<file path="src/rtl/cla_pkg.sv">
// Shared types for the nibble-serial carry look-ahead adder.
package cla_pkg;

    localparam int unsigned NIB_W = 4;

    typedef enum logic [1:0] {
        IDLE = 2'd0,
        ADD  = 2'd1,
        DONE = 2'd2
    } state_t;

endpackage

</file>
<file path="src/rtl/cla_serial_adder_if.sv">
// Operand and result handshake bundle for cla_serial_adder.
interface cla_serial_adder_if #(
    parameter int unsigned WIDTH = 16
);
    logic             in_valid;
    logic             in_ready;
    logic [WIDTH-1:0] a;
    logic [WIDTH-1:0] b;
    logic             cin;
    logic             out_valid;
    logic             out_ready;
    logic [WIDTH-1:0] sum;
    logic             cout;
    logic             ovf;

    modport master (
        output in_valid, a, b, cin, out_ready,
        input  in_ready, out_valid, sum, cout, ovf
    );

    modport slave (
        input  in_valid, a, b, cin, out_ready,
        output in_ready, out_valid, sum, cout, ovf
    );
endinterface

</file>
<file path="src/rtl/carry_look_ahead_gen.sv">
// 4-bit carry look-ahead adder stage: sum and carry-out from generate/propagate terms.
module carry_look_ahead_gen (
    input  logic [3:0] a,
    input  logic [3:0] b,
    input  logic       cin,
    output logic [3:0] sum,
    output logic       carry
);
    logic [3:0] p;
    logic [3:0] g;
    logic [4:0] c;

    assign p = a ^ b;
    assign g = a & b;

    // Every carry is a flat sum of products of g/p and cin, with no ripple.
    assign c[0] = cin;
    assign c[1] = g[0] | (p[0] & cin);
    assign c[2] = g[1] | (p[1] & g[0]) | (p[1] & p[0] & cin);
    assign c[3] = g[2] | (p[2] & g[1]) | (p[2] & p[1] & g[0]) | (p[2] & p[1] & p[0] & cin);
    assign c[4] = g[3] | (p[3] & g[2]) | (p[3] & p[2] & g[1]) | (p[3] & p[2] & p[1] & g[0])
                | (p[3] & p[2] & p[1] & p[0] & cin);

    assign sum   = p ^ c[3:0];
    assign carry = c[4];
endmodule

</file>
<file path="src/rtl/cla_serial_adder.sv">
// Multi-cycle WIDTH-bit adder: one nibble per clock through a single 4-bit CLA stage,
// with operands taken and results returned over valid/ready handshakes.
module cla_serial_adder
    import cla_pkg::*;
#(
    parameter int unsigned WIDTH = 16
) (
    input logic               clk,
    input logic               rst,
    cla_serial_adder_if.slave bus
);
    localparam int unsigned NIB   = WIDTH / NIB_W;
    localparam int unsigned CNT_W = $clog2(NIB);

    state_t             state;
    state_t             state_next;
    logic [WIDTH-1:0]   a_reg;
    logic [WIDTH-1:0]   b_reg;
    logic [CNT_W-1:0]   cnt;
    logic               carry_reg;
    logic [WIDTH-1:0]   sum_reg;
    logic               cout_reg;
    logic               ovf_reg;
    logic               in_ready_reg;
    logic               out_valid_reg;
    logic [NIB_W-1:0]   a_nib;
    logic [NIB_W-1:0]   b_nib;
    logic [NIB_W-1:0]   nib_sum;
    logic               nib_carry;
    logic               accept_c;
    logic               last_c;
    logic               release_c;

    assign a_nib = a_reg[int'(cnt) * NIB_W +: NIB_W];
    assign b_nib = b_reg[int'(cnt) * NIB_W +: NIB_W];

    carry_look_ahead_gen u_cla (
        .a     (a_nib),
        .b     (b_nib),
        .cin   (carry_reg),
        .sum   (nib_sum),
        .carry (nib_carry)
    );

    // State register.
    always_ff @(posedge clk) begin
        if (rst) begin
            state <= IDLE;
        end else begin
            state <= state_next;
        end
    end

    // Next-state and per-cycle control strobes.
    always_comb begin
        state_next = state;
        accept_c   = 1'b0;
        last_c     = 1'b0;
        release_c  = 1'b0;
        case (state)
            IDLE: begin
                if (bus.in_valid) begin
                    accept_c   = 1'b1;
                    state_next = ADD;
                end
            end
            ADD: begin
                if (cnt == CNT_W'(NIB - 1)) begin
                    last_c     = 1'b1;
                    state_next = DONE;
                end
            end
            DONE: begin
                if (bus.out_ready) begin
                    release_c  = 1'b1;
                    state_next = IDLE;
                end
            end
            default: state_next = IDLE;
        endcase
    end

    // Operand capture, nibble accumulation and result registers.
    always_ff @(posedge clk) begin
        if (rst) begin
            a_reg         <= '0;
            b_reg         <= '0;
            cnt           <= '0;
            carry_reg     <= 1'b0;
            sum_reg       <= '0;
            cout_reg      <= 1'b0;
            ovf_reg       <= 1'b0;
            in_ready_reg  <= 1'b1;
            out_valid_reg <= 1'b0;
        end else begin
            if (accept_c) begin
                a_reg        <= bus.a;
                b_reg        <= bus.b;
                carry_reg    <= bus.cin;
                cnt          <= '0;
                in_ready_reg <= 1'b0;
            end
            if (state == ADD) begin
                sum_reg[int'(cnt) * NIB_W +: NIB_W] <= nib_sum;
                carry_reg <= nib_carry;
                cnt       <= last_c ? '0 : cnt + CNT_W'(1);
                if (last_c) begin
                    out_valid_reg <= 1'b1;
                    cout_reg      <= nib_carry;
                    // Same-sign operands whose sum flips sign.
                    ovf_reg       <= (a_reg[WIDTH-1] == b_reg[WIDTH-1])
                                  && (nib_sum[NIB_W-1] != a_reg[WIDTH-1]);
                end
            end
            if (release_c) begin
                out_valid_reg <= 1'b0;
                in_ready_reg  <= 1'b1;
            end
        end
    end

    assign bus.in_ready  = in_ready_reg;
    assign bus.out_valid = out_valid_reg;
    assign bus.sum       = sum_reg;
    assign bus.cout      = cout_reg;
    assign bus.ovf       = ovf_reg;
endmodule

</file>
<file path="src/flat_wrapper.sv">
// flat-port wrapper written by rule: the top's interface ports become plain ports
module cla_serial_adder_flat import cla_pkg::*;
#(
    parameter int unsigned WIDTH = 16
)
  (clk, rst, bus_in_valid, bus_a, bus_b, bus_cin, bus_out_ready, bus_in_ready, bus_out_valid, bus_sum, bus_cout, bus_ovf);
  cla_serial_adder_if #(.WIDTH(WIDTH)) bus_i ();
  input logic clk;
  input logic rst;
  input wire logic [$bits(bus_i.in_valid)-1:0] bus_in_valid;
  input wire logic [$bits(bus_i.a)-1:0] bus_a;
  input wire logic [$bits(bus_i.b)-1:0] bus_b;
  input wire logic [$bits(bus_i.cin)-1:0] bus_cin;
  input wire logic [$bits(bus_i.out_ready)-1:0] bus_out_ready;
  output wire logic [$bits(bus_i.in_ready)-1:0] bus_in_ready;
  output wire logic [$bits(bus_i.out_valid)-1:0] bus_out_valid;
  output wire logic [$bits(bus_i.sum)-1:0] bus_sum;
  output wire logic [$bits(bus_i.cout)-1:0] bus_cout;
  output wire logic [$bits(bus_i.ovf)-1:0] bus_ovf;
  assign bus_i.in_valid = bus_in_valid;
  assign bus_i.a = bus_a;
  assign bus_i.b = bus_b;
  assign bus_i.cin = bus_cin;
  assign bus_i.out_ready = bus_out_ready;
  assign bus_in_ready = bus_i.in_ready;
  assign bus_out_valid = bus_i.out_valid;
  assign bus_sum = bus_i.sum;
  assign bus_cout = bus_i.cout;
  assign bus_ovf = bus_i.ovf;
  cla_serial_adder #(.WIDTH(WIDTH)) u_core (.clk(clk), .rst(rst), .bus(bus_i));
endmodule
</file>
<file path="config.mk">
export PLATFORM = sky130hd
export DESIGN_NAME = cla_serial_adder_flat
export DESIGN_NICKNAME = d
export VERILOG_FILES = /design/src/rtl/cla_pkg.sv /design/src/rtl/cla_serial_adder_if.sv /design/src/rtl/carry_look_ahead_gen.sv /design/src/rtl/cla_serial_adder.sv /design/src/flat_wrapper.sv
export SDC_FILE = /design/constraint.sdc
export NUM_CORES = 1
export LEC_CHECK = 0
export CELL_PAD_IN_SITES_DETAIL_PLACEMENT = 1
export CELL_PAD_IN_SITES_GLOBAL_PLACEMENT = 2
export CORE_MARGIN = 1.5
export CORE_UTILIZATION = 30
export CTS_CLUSTER_SIZE = 30
export DETAILED_ROUTE_END_ITERATION = 7
export GPL_TIMING_DRIVEN = 0
export PLACE_DENSITY = 0.75
export SLEW_MARGIN = 40
export SYNTH_ARGS = -nofsm -noshare
export SYNTH_HDL_FRONTEND = slang
export SYNTH_SLANG_ARGS = --single-unit
</file>
<file path="constraint.sdc">
create_clock -name clk -period 3.25 [get_ports clk]
set_input_delay 0.65 -clock clk [delete_from_list [all_inputs] [get_ports clk]]
set_output_delay 0.65 -clock clk [all_outputs]
set_load 0.02 [all_outputs]
</file>
== Yosys cells after proc, flatten, opt, wreduce, memory -nomap -nowiden ==
Index checks and enable logic that the tools add are counted.
Operators by class
  bitwise logic cells: 29
  muxes and demuxes: 16
  equality and inequality tests: 8
  shifts and indexed selects: 4
  $add $sub $neg: 2
  reductions and logical operators: 6
Operator list (count)
  $neg A4 Y34: 1
  $shift A4 B34 Y16 const A: 1
  $shiftx A4 B34 Y16: 1
  $shiftx A16 B5 Y4: 2
  $and A1 B1 Y1: 16
  $bwmux W16: 1
  $mux W2: 6
  $or A1 B1 Y1: 10
  $mux W1: 8
  $xor A4 B4 Y4: 2
  $pmux W2 S3: 1
  $and A4 B4 Y4: 1
  $eq A2 B2 Y1 const B: 2
  $ne A2 B2 Y1 const B: 2
  $reduce_and A3 Y1: 1
  $add A2 B1 Y2 const B: 1
  $eq A2 B1 Y1 const B: 1
  $logic_not A2 Y1: 1
  $ne A2 B1 Y1 const B: 1
  $reduce_and A2 Y1: 1
  $reduce_bool A2 Y1: 1
  $reduce_or A2 Y1: 1
  $eq A1 B1 Y1: 1
  $logic_and A1 B1 Y1: 1
  $ne A1 B1 Y1: 1
Word-level totals
  register bits: 57
  output and inout bits: 20

== Longest topological paths before layout ==
  depth in word-level cells: 9
  gate-level depth with buffers: 7
  depth with buffers taken out: 6

== Modules after synthesis ==
A second synthesis with hierarchy kept.
Second synthesis, totals
  cell total of the unflattened synthesis: 300
  area, all modules: 2635.0 um^2
By module, submodules not included
  cla_serial_adder: cells each 283, instances 1, area an instance 2487.4 um^2, seq. area each 1141.1 um^2
  carry_look_ahead_gen: cells each 17, instances 1, area an instance 147.6 um^2, seq. area each 0.0 um^2

== Least setup slack after synthesis ==
Ideal clock, no wire load.
  path type: register -> register
  start point: register u_core.cnt[0]
  end point: register u_core.sum_reg[14] (netlist: u_core.bus.sum[14])
  arrival: 2.371 ns
  required time: 3.122 ns
  period minus slack after synthesis: 2.499 ns
  slack: 0.751 ns
  setup time: 0.128 ns
  cell stages (with the launch flop): 8
  cell sequence: dfxtp_1 -> buf_4 -> mux4_2 -> ha_1 -> a21o_1 -> a211o_1 -> a32oi_1 -> nor2_1
On the way
  longest elaborated chain between the ends: 9
  elaborated cells between the ends (all ways): 24
  classes of those cells: 1 x add/sub; 4 x shift; 1 x mux; 18 x bitwise
Ends and longest elaborated chain
  from (decl): line cla_serial_adder.sv:19  | logic [CNT_W-1:0] cnt;
  from (signal assigned): line cla_serial_adder.sv:106  | cnt <= last_c ? '0 : cnt + CNT_W'(1);
  $shiftx A16 B5 Y4 (on tied branches): line cla_serial_adder.sv:34, cla_serial_adder.sv:35
  $xor A4 B4 Y4 or $and A4 B4 Y4 (tied branches): line carry_look_ahead_gen.sv:13, carry_look_ahead_gen.sv:14
  $and A1 B1 Y1: line carry_look_ahead_gen.sv:20  | assign c[3] = g[2] | (p[2] & g[1]) | (p[2] & p[1] & g[0]) | (p[2] & p[1] & p[0] & cin);
  $or A1 B1 Y1 or $and A1 B1 Y1 (tied branches) (2 in a row): line carry_look_ahead_gen.sv:20
  $or A1 B1 Y1: line carry_look_ahead_gen.sv:20
  $xor A4 B4 Y4: line carry_look_ahead_gen.sv:24  | assign sum = p ^ c[3:0];
  $shiftx A4 B34 Y16: line cla_serial_adder.sv:104  | sum_reg[int'(cnt) * NIB_W +: NIB_W] <= nib_sum;
  $bwmux W16 *: line cla_serial_adder.sv:104
  to (signal, indexed assignment): line cla_serial_adder.sv:104
  to (decl): line cla_serial_adder.sv:21  | logic [WIDTH-1:0] sum_reg;
Every way passes the cells marked *; elsewhere a longest branch is shown, timed or not.
A chain may end at the register's enable or synchronous reset.

== Worst setup path in the final report ==
  start point: register u_core.cnt[0]
  end point: register u_core.ovf_reg (netlist: u_core.bus.ovf)
On the way
  longest elaborated chain between the ends: 9
  elaborated cells between the ends (all ways): 19
  classes of those cells: 2 x eq/ne; 2 x shift; 2 x mux; 11 x bitwise; 2 x reduce/logical
Ends and longest elaborated chain
  $shiftx A16 B5 Y4 (on tied branches): line cla_serial_adder.sv:34, cla_serial_adder.sv:35
  $xor A4 B4 Y4 or $and A4 B4 Y4 (tied branches): line carry_look_ahead_gen.sv:13, carry_look_ahead_gen.sv:14
  $and A1 B1 Y1: line carry_look_ahead_gen.sv:20
  $or A1 B1 Y1 or $and A1 B1 Y1 (tied branches) (2 in a row): line carry_look_ahead_gen.sv:20
  $or A1 B1 Y1: line carry_look_ahead_gen.sv:20
  $xor A4 B4 Y4: line carry_look_ahead_gen.sv:24
  $ne A1 B1 Y1: line cla_serial_adder.sv:112  | && (nib_sum[NIB_W-1] != a_reg[WIDTH-1]);
  $logic_and A1 B1 Y1: line cla_serial_adder.sv:112
  to (signal assigned): line cla_serial_adder.sv:111  | ovf_reg <= (a_reg[WIDTH-1] == b_reg[WIDTH-1])
  to (decl): line cla_serial_adder.sv:23  | logic ovf_reg;
Several ways; a longest one is shown, not always the timed one.

==> flow_metrics.py <==
metrics = {
    "worst_setup_path": {
        "worst_setup_path_end_kind": "register",
        "rr_endpoint": "u_core.bus.ovf$_SDFFE_PP0P_",
        "worstRegToRegCells": 7,
        "worst-r2r-setup-slack_ns": 0.36,
        "critPathLaunch": "u_core.cnt[0]$_SDFFE_PP0P_",
        "crit_path_dat_ns": 3.16,
        "worstSetupStartpointType": "register",
        "criticalPathCategory": "register to register",
        "cp_max_fo": 10,
        "worst_flop_to_flop_path_startpoint": "u_core.cnt[0]$_SDFFE_PP0P_",
        "timing.critical_path.required_ns": 3.53,
    },
    "yosys": {
        "netlist_top_cells_count": "sky130_fd_sc_hd__nand2_1, sky130_fd_sc_hd__dfxtp_1, sky130_fd_sc_hd__a21oi_1",
        "distinct_cell_type_count_after_synthesis": 41,
        "yosys_register_bits": 57,
        "synth-async-reset-ratio_pct": 0,
        "netlist_area_um2": 2676,
        "dominantRegCellSynth": "sky130_fd_sc_hd__dfxtp_1",
        "synth_warnings": 0,
        "synth.avg_cell_area_um2": 9.229,
        "synth_top_cell_by_area": "sky130_fd_sc_hd__dfxtp_1",
        "synth.net_count": 339,
        "synth_top_cells_by_area": "sky130_fd_sc_hd__dfxtp_1, sky130_fd_sc_hd__nand2_1, sky130_fd_sc_hd__a21oi_1",
        "synthDominantCellAreaShare_pct": 42.64,
        "post_synth_inst_count": 290,
        "synth_most_common_cell": "sky130_fd_sc_hd__nand2_1",
        "synth_enable_flop_cells": 0,
        "ys_seq_area_share_pct": 42.64,
    },
    "cts": {
        "clock_tree_root": "sky130_fd_sc_hd__clkbuf_8",
        "worstSkewPairLatency_ns": 0.35,
        "h_tree_levels": 3,
        "clk_pin_slew_ns": 0.07,
        "post_cts_hold_buffer_count": 0,
        "buffers_from_clock_root_to_sink_at_most": 2,
        "tritoncts": "built",
        "ctsResizeCount": 0,
        "cts_made_buffers": 9,
        "post_cts_repair_timing_setup_buffer_count": 0,
        "numClockSinks": 57,
    },
    "global_route": {
        "largest_net_degree_at_the_start_of_global_routing": 13,
        "grt_pass1_vias": 2390,
        "grt.overflow.total": 0,
        "wire_length_of_the_first_global_routing_pass_mm": 12.26,
        "antenna_found_initial": 0,
        "groute.usage.overall_pct": 16.55,
    },
    "hold_path": {
        "hold_depth": 2,
        "timing.hold.worst_endpoint": "u_core.bus.sum[11]$_SDFFE_PP0P_",
        "hold_path.startpoint": "u_core.bus.sum[11]$_SDFFE_PP0P_",
        "min_path_type": "register to register",
    },
    "placed_design": {
        "io_buffer_count": 55,
        "gp_congestion": 0.7597,
        "dp_worst_setup_slack_ns": 0.3560,
        "dp.final_hpwl_mm": 5.472,
        "placedCellCount": 453,
        "place_area_um2": 3362,
    },
    "sta": {
        "timing.setup.tns_ns": 0,
        "skew_ns": 0.008723,
        "layout_setup_ws_ns": 0.3640,
        "min_period_ns": 2.886,
        "setup-violations-final": 0,
        "hold_viol_final": 0,
        "relSlewSlack_pct": 56.64,
        "min_period_over_period_pct": 88.80,
        "grt_setup_unrepaired": "no",
        "fmaxAchievable_ghz": 0.3465,
        "worst_slew_pin_slew_ns": 0.6504,
        "worst_hold_slack_ns": 0.4562,
        "final_max_slew_viol_count": 0,
    },
    "power": {
        "power.total_mw": 1.764,
        "irDropWorstVdd_v": 0.0002409,
        "pwr_density_cell_nw_per_um2": 491.5,
        "leakage_nw": 1.407,
    },
    "cells_and_area": {
        "nNetsFinal": 405,
        "seq_area_um2": 1141,
        "area_delta_synth_final_pct": 34.08,
        "layout.cell_area.non_filler_um2": 3588,
        "final_core_occ_pct": 41.35,
        "finish.cell_count_without_fillers": 469,
        "layout.filler_cells": 1026,
        "antenna_cells": 0,
        "drive_gt1_share_pct": 12.47,
        "multiInputGateArea_um2": 1410,
    },
    "route": {
        "drc": 0,
        "drt-initial-drc-count": 59,
        "vias": 2313,
        "postRouteWirelength_mm": 7.281,
        "route.antenna.remaining_nets": 0,
        "drt-vias-per-instance": 4.932,
        "detail_route.wl_per_cell_um": 15.52,
        "drt_first_pass_iters": 4,
    },
    "job": {
        "maxCapViolations": 0,
    },
    "die": {
        "num_rows": 34,
        "vertical_die_dimension_um": 97.45,
        "die-width_um": 97.45,
        "design.die.area_um2": 9497,
        "initial_utilization_pct": 30.84,
        "pin_count": 57,
        "core_region_area_um2": 8678,
    },
    "outcome": {
        "outcome": "finished clean",
    },
}
==> power by group <==
part	internal (mW)	switching, mW	leakage (nW)	total, mW
Combinational	0.119	0.137	0.831	0.255
Sequential	0.729	0.0216	0.465	0.751
Clock	0.437	0.320	0.110	0.757
Total	1.29	0.478	1.41	1.76
==> worst max-delay path, cell delays in order, from the launching register on <==
cell	delay, ns
sky130_fd_sc_hd__dfxtp_1	0.53
sky130_fd_sc_hd__buf_4	0.31
sky130_fd_sc_hd__mux4_2	0.54
sky130_fd_sc_hd__ha_1	0.43
sky130_fd_sc_hd__o21ai_0	0.16
sky130_fd_sc_hd__o21ai_1	0.50
sky130_fd_sc_hd__nand4_1	0.17
sky130_fd_sc_hd__a31oi_1	0.18
==> per-layer routing <==
layer  GRT usage, %  up-vias  part of all wire [%]
li1               -     1156                     -
met1          21.82     1107                    49
met2          26.50       40                    47
met3          4.245       10                   3.6
met4          5.275        0                   1.2
met5              0        -                     0
==> worst max-delay path by stage <==
stage                                                  to  slack (ns)  cells past startpoint
after floorplan           u_core.bus.sum[14]$_SDFFE_PP0P_        0.75                      7
after global placement        u_core.bus.ovf$_SDFFE_PP0P_        0.36                      7
after detailed placement      u_core.bus.ovf$_SDFFE_PP0P_        0.36                      7
after CTS                     u_core.bus.ovf$_SDFFE_PP0P_        0.34                      7
after global routing       u_core.bus.sum[7]$_SDFFE_PP0P_        0.15                      7
final                         u_core.bus.ovf$_SDFFE_PP0P_        0.36                      7
==> logic make-up (layout without fill, tap and decap cells) <==
kind of cell               after synthesis  in the layout  synth area share (%)
DFF                                     57             57                 42.64
buffers and inverters                   23             94                 4.675
and+or+nand+nor                        116            116                 23.24
AOI/OAI and AO/OA                       73             73                 16.50
xor gates and xnor gates                 1              1                0.3273
adders and majority gates               12             12                 5.891
muxes                                    8              8                 6.732
==> layout make-up <==
type,instances,area share [%]
Buffer,17,2.859
Clock buffer,9,3.452
Clock inverter,7,2.859
Inverter,6,0.6276
Multi-Input combinational cell,210,39.30
Sequential cell,57,31.80
Tap cell,108,3.766
Timing Repair Buffer,55,15.34
==> layout by cell type, fill, tap and decap left out, drive strengths merged, types with 2 or more instances in the layout <==
cell type / Yosys / layout
clkinv: 0 / 3
inv: 6 / 7
bufinv: 0 / 2
ha: 11 / 11
nand2: 73 / 73
or2: 2 / 2
a21oi: 42 / 42
clkdlybuf4s50: 0 / 55
nor4b: 3 / 3
a211oi: 3 / 3
a32oi: 4 / 4
buf: 10 / 10
nand3b: 4 / 4
dfxtp: 57 / 57
nand2b: 2 / 2
mux4: 8 / 8
clkbuf: 7 / 16
a21o: 2 / 2
nor2: 20 / 20
a22oi: 10 / 10
nand4: 5 / 5
nor3: 2 / 2
a31oi: 2 / 2
o21bai: 3 / 3
o21ai: 3 / 3
Power figures use the tool's default switching activity.
